<file path="src/rtl/fetch_entry_queue.sv">
// Fetch-entry FIFO between frontend and ID stage: decouples decode backpressure,
// drops everything on flush and stops accepting after a faulting fetch.
package ariane_pkg;
  typedef struct packed {
    logic [31:0] cause;
    logic [31:0] tval;
    logic        valid;
  } exception_t;

  typedef struct packed {
    logic [1:0]  cf_type;
    logic [31:0] predict_address;
  } branchpredict_sbe_t;

  typedef struct packed {
    logic [31:0]        address;
    logic [31:0]        instruction;
    branchpredict_sbe_t branch_predict;
    exception_t         ex;
  } fetch_entry_t;
endpackage

module fetch_entry_queue #(
  parameter int unsigned DEPTH = 4
) (
  input  logic                       clk_i,
  input  logic                       rst_i,
  input  logic                       flush_i,
  input  ariane_pkg::fetch_entry_t   fetch_entry_i,
  input  logic                       fetch_entry_valid_i,
  output logic                       fetch_entry_ready_o,
  output ariane_pkg::fetch_entry_t   fetch_entry_o,
  output logic                       fetch_entry_valid_o,
  input  logic                       fetch_entry_ready_i,
  output logic [$clog2(DEPTH):0]     usage_o,
  output logic                       ex_blocked_o
);
  localparam int unsigned PW = $clog2(DEPTH);
  localparam int unsigned CW = PW + 1;

  ariane_pkg::fetch_entry_t mem_q [DEPTH];
  logic [PW-1:0] rd_ptr_q, wr_ptr_q;
  logic [CW-1:0] cnt_q;
  logic          ex_blocked_q;
  logic          push, pop;

  // Ready depends only on registered state, so a pop never frees a slot
  // for a push in the same cycle.
  assign fetch_entry_ready_o = !rst_i && !flush_i && !ex_blocked_q && (cnt_q < CW'(DEPTH));
  assign fetch_entry_valid_o = (cnt_q != '0) && !rst_i;
  assign fetch_entry_o       = mem_q[rd_ptr_q];
  assign usage_o             = cnt_q;
  assign ex_blocked_o        = ex_blocked_q;

  assign push = fetch_entry_valid_i && fetch_entry_ready_o;
  assign pop  = fetch_entry_valid_o && fetch_entry_ready_i && !flush_i;

  always_ff @(posedge clk_i) begin
    if (rst_i || flush_i) begin
      rd_ptr_q     <= '0;
      wr_ptr_q     <= '0;
      cnt_q        <= '0;
      ex_blocked_q <= 1'b0;
    end else begin
      if (push) wr_ptr_q <= wr_ptr_q + 1'b1;
      if (pop)  rd_ptr_q <= rd_ptr_q + 1'b1;
      cnt_q <= cnt_q + CW'(push) - CW'(pop);
      // Everything behind a faulting fetch is wrong-path; hold input until flush.
      if (push && fetch_entry_i.ex.valid) ex_blocked_q <= 1'b1;
    end
  end

  always_ff @(posedge clk_i) begin
    if (push) mem_q[wr_ptr_q] <= fetch_entry_i;
  end

`ifndef SYNTHESIS
  a_cnt_range: assert property (@(posedge clk_i) disable iff (rst_i) cnt_q <= CW'(DEPTH));
  a_no_push_full: assert property (@(posedge clk_i) disable iff (rst_i) push |-> (cnt_q != CW'(DEPTH)));
  a_no_pop_empty: assert property (@(posedge clk_i) disable iff (rst_i) pop |-> (cnt_q != '0));
`endif
endmodule

</file>
<file path="config.mk">
export PLATFORM = sky130hd
export DESIGN_NAME = fetch_entry_queue
export DESIGN_NICKNAME = d
export VERILOG_FILES = /design/src/rtl/fetch_entry_queue.sv
export SDC_FILE = /design/constraint.sdc
export NUM_CORES = 1
export LEC_CHECK = 0
export CAP_MARGIN = 20
export CORE_UTILIZATION = 30
export CTS_CLUSTER_SIZE = 14
export DETAILED_ROUTE_END_ITERATION = 12
export PLACE_DENSITY = 0.53
export RECOVER_POWER = 50
export SYNTH_ARGS = -nofsm -noshare
export SYNTH_HDL_FRONTEND = slang
export SYNTH_SLANG_ARGS = --single-unit
</file>
<file path="constraint.sdc">
create_clock -name clk_i -period 10.25 [get_ports clk_i]
set_input_delay 1.5375 -clock clk_i [delete_from_list [all_inputs] [get_ports clk_i]]
set_output_delay 1.5375 -clock clk_i [all_outputs]
set_load 0.02 [all_outputs]
</file>
==> results.yml <==
sta:
  clock.fmax_ghz: 0.180
  setup_tns_ps: 0
  setup_violations: 0
  max_slew_margin: -0.406
  slew_viol_final: 76
  min_period_ps: 5570
  post-route-period-util: 0.543
  hold_viol_final: 0
  worst_slew_pin_slew_ps: 2110
  rsz0062_at_grt: "false"
  finClkSkew_ps: 14.1
power_and_ir_drop:
  p_per_area_mw_per_mm2: 185
  power.switching_mw: 1.13
  swShare: 0.198
  p_comb_frac: 0.036
  leakage_nw: 9.47
  ir_drop_mv: 0.153
  internal_power_mw: 4.57
  pwr-share-clk: 0.436
  seq_power_share: 0.528
route:
  drtAntennaViolNets: 0
  via_per_inst: 4.49
  wl_per_cell_um: 21.2
  wl_um: 51100
  vias: 10810
  drt_iter0_markers: 658
  drcViolationCount: 0
  firstDrtPassIters: 4
placement:
  io_buffer_count: 336
  gp_congestion: 0.719
  hpwl_um: 29800
global_route:
  grt_pass1_vias: 11734
  overflow: 0
  grt_pass1_wl_um: 76400
  grt_start_max_net_pins: 104
  grt_util_all_layers: 0.127
  antenna_found_initial: 16
finish:
  utilization: 0.390
  area_delta_synth_final_pct: 28.6
  finalNetCount: 1470
  n_fill_cell: 7107
  ff_latch_area_mm2: 0.0198
  multiInputGateArea_mm2: 0.00395
  drive_gt1_frac: 0.207
status:
  run_status: "finished with violations"
  violations: "max-capacitance violations, max-slew violations"
cts:
  clk_latency_ps: 590
  clk_pin_slew_worst_paths_ps: 50
  clock-sinks: 662
  cts_tree: "yes"
  cts_hold_buffers: 0
  ctsResizeCount: 0
  cts_setup_buffers: 0
  cts_buffers: 73
  cts-htree-levels: 3
  root_buffer: "clkbuf_16"
  cts_buffer_depth: 3
worst_setup_path:
  cp.buffers_inverters: 3
  crit_family: "simple AND/OR/NAND/NOR gates"
  crit_top_cell: "buf_4"
  crit_chain: "dlygate4sd3_1 > nor3b_1 > and3_1 > buf_4 > buf_4"
  startpoint_type: "input pin"
  cp_slowest_stage_delay_ps: 1700
  critical_path_class: "in -> reg"
  cp-end-kind: "flop"
  timing.critical_path.required_ps: 10460
  crit_slowest_cell: "and3_1"
  cp_max_fo: 44
  cp_data_arrival_time_ps: 5780
die:
  die_area_mm2: 0.0811
  core_area_mm2: 0.0791
  rows: 103
  die_height_um: 285
  num_io_pins: 337
  start_util: 0.303
  die_w_um: 285
synthesis:
  synth_cell_type_count: 24
  synth.top_cell.area_share: 0.816
  synth_edf_count: 652
  synthTopCellsByArea: "edfxtp_1 82%, mux4_2 15%, dfxtp_1 0.83%, buf_6 0.42%, buf_2 0.38%"
  syn_area_per_cell_um2: 26.5
  yosys.area.top_type: "edfxtp_1"
  syn_inst: 907
  async_reset_ff_frac: 0
  synth_seq_cells: 662
  synth_ff_type: "edfxtp_1"
  netlist_area_mm2: 0.0240
  syn-num-nets: 1082
  ys_warn_count: 0
  synth-seq-area-share: 0.824
min_path:
  hp-class: "reg -> reg"
flow_run:
  drv_cap: 2
[path summary, 6_finish.rpt]
check                                 from                  endpoint  slack, ps  cells after the start
hold reg to reg   rd_ptr_q[0]$_SDFFE_PP0P_  rd_ptr_q[0]$_SDFFE_PP0P_        530                      2
hold / removal    rd_ptr_q[0]$_SDFFE_PP0P_  rd_ptr_q[0]$_SDFFE_PP0P_        530                      2
setup / recovery       fetch_entry_valid_i   mem_q[1][149]$_DFFE_PP_       4680                      5
setup reg to reg     usage_o[2]$_SDFF_PP0_   mem_q[1][149]$_DFFE_PP_       5770                      4
[routing by layer]
metal / vias to the layer above / track usage / wire length [um]
met2: 309 / 0.203 / 24800
met3: 76 / 0.0406 / 3830
met4: 16 / 0.0388 / 980
met5: - / 0 / 109
li1: 4705 / - / -
met1: 5704 / 0.163 / 21400
[cell families after synthesis]
logic type / synth area share
flops: 0.824
mux: 0.153
buf+inv: 0.0111
simple gates: 0.00464
fa+ha+maj: 0.00396
compound gates: 0.00125
xor+xnor: 0.00146
[per-stage QoR]
step	instance area [um2]	hold slack, ps	setup slack (ps)	power, mW	instances
final	30900	532	4680	5.70	2410
after global routing	30800	570	4320	5.90	2402
after CTS	30900	534	4710	5.81	2400
after detailed placement	28600	522	5350	3.29	2270
after global placement	28600	516	5360	3.28	2270
after floorplan	24000	485	4050	3.14	907
[cells in the mapped netlist, drive strengths merged (2+ instances only)]
master,n
edfxtp,652
xnor2,2
and3,4
inv,7
nor3,3
clkbuf,5
buf,33
and2,3
mux4,163
ha,6
xor2,2
dfxtp,10
nor2,9
[flip-flops by register name (all words and copies together), names as in the netlist, named ones only]
name and cells:
rd_ptr_q 2, ex_blocked_o 1, usage_o 3, wr_ptr_q 2, mem_q 652
[final cells by class]
| class | instances | share of cell area |
|---|---|---|
| flip-flops and latches | 662 | 0.641 |
| multi-input cells | 200 | 0.128 |
| repair buffers | 351 | 0.113 |
| clock buffers | 93 | 0.0630 |
| well taps | 1050 | 0.0426 |
| clock inverters | 37 | 0.0105 |
| inverters | 7 | 0.000851 |
| diodes | 10 | 0.000811 |
[worst min-delay path: cells and delay by family, from the launching register on]
kind | cells | cell delay (ps)
and+or+nand+nor | 1 | 70
DFF | 1 | 340
xor gates and xnor gates | 1 | 90
[power groups by stage]
stage	Clock (mW)	Sequential, mW	Combinational, mW
floorplan	0	3.07	0.0724
global placement	0	3.07	0.219
detailed placement	0	3.07	0.223
CTS	2.58	3.01	0.224
global route	2.67	3.01	0.221
finish	2.49	3.01	0.206
[placed cells by master, fill, tap and decap left out, types with 2 or more instances in the layout]
| cell | instances |
|---|---|
| dfxtp_4 | 2 |
| dfxtp_1 | 8 |
| clkinv_1 | 15 |
| clkdlybuf4s50_1 | 171 |
| clkbuf_1 | 17 |
| buf_4 | 14 |
| inv_1 | 7 |
| edfxtp_1 | 652 |
| dlygate4sd3_1 | 165 |
| nor3_1 | 3 |
| and2_1 | 2 |
| clkinv_2 | 9 |
| bufinv_16 | 5 |
| and3_1 | 3 |
| nor2_1 | 9 |
| diode_2 | 10 |
| clkbuf_16 | 74 |
| clkinvlp_4 | 3 |
| inv_6 | 3 |
| mux4_2 | 163 |
| xor2_1 | 2 |
| clkbuf_8 | 2 |
| ha_1 | 6 |
| xnor2_1 | 2 |
No activity file was read; power rests on OpenSTA's default activity.
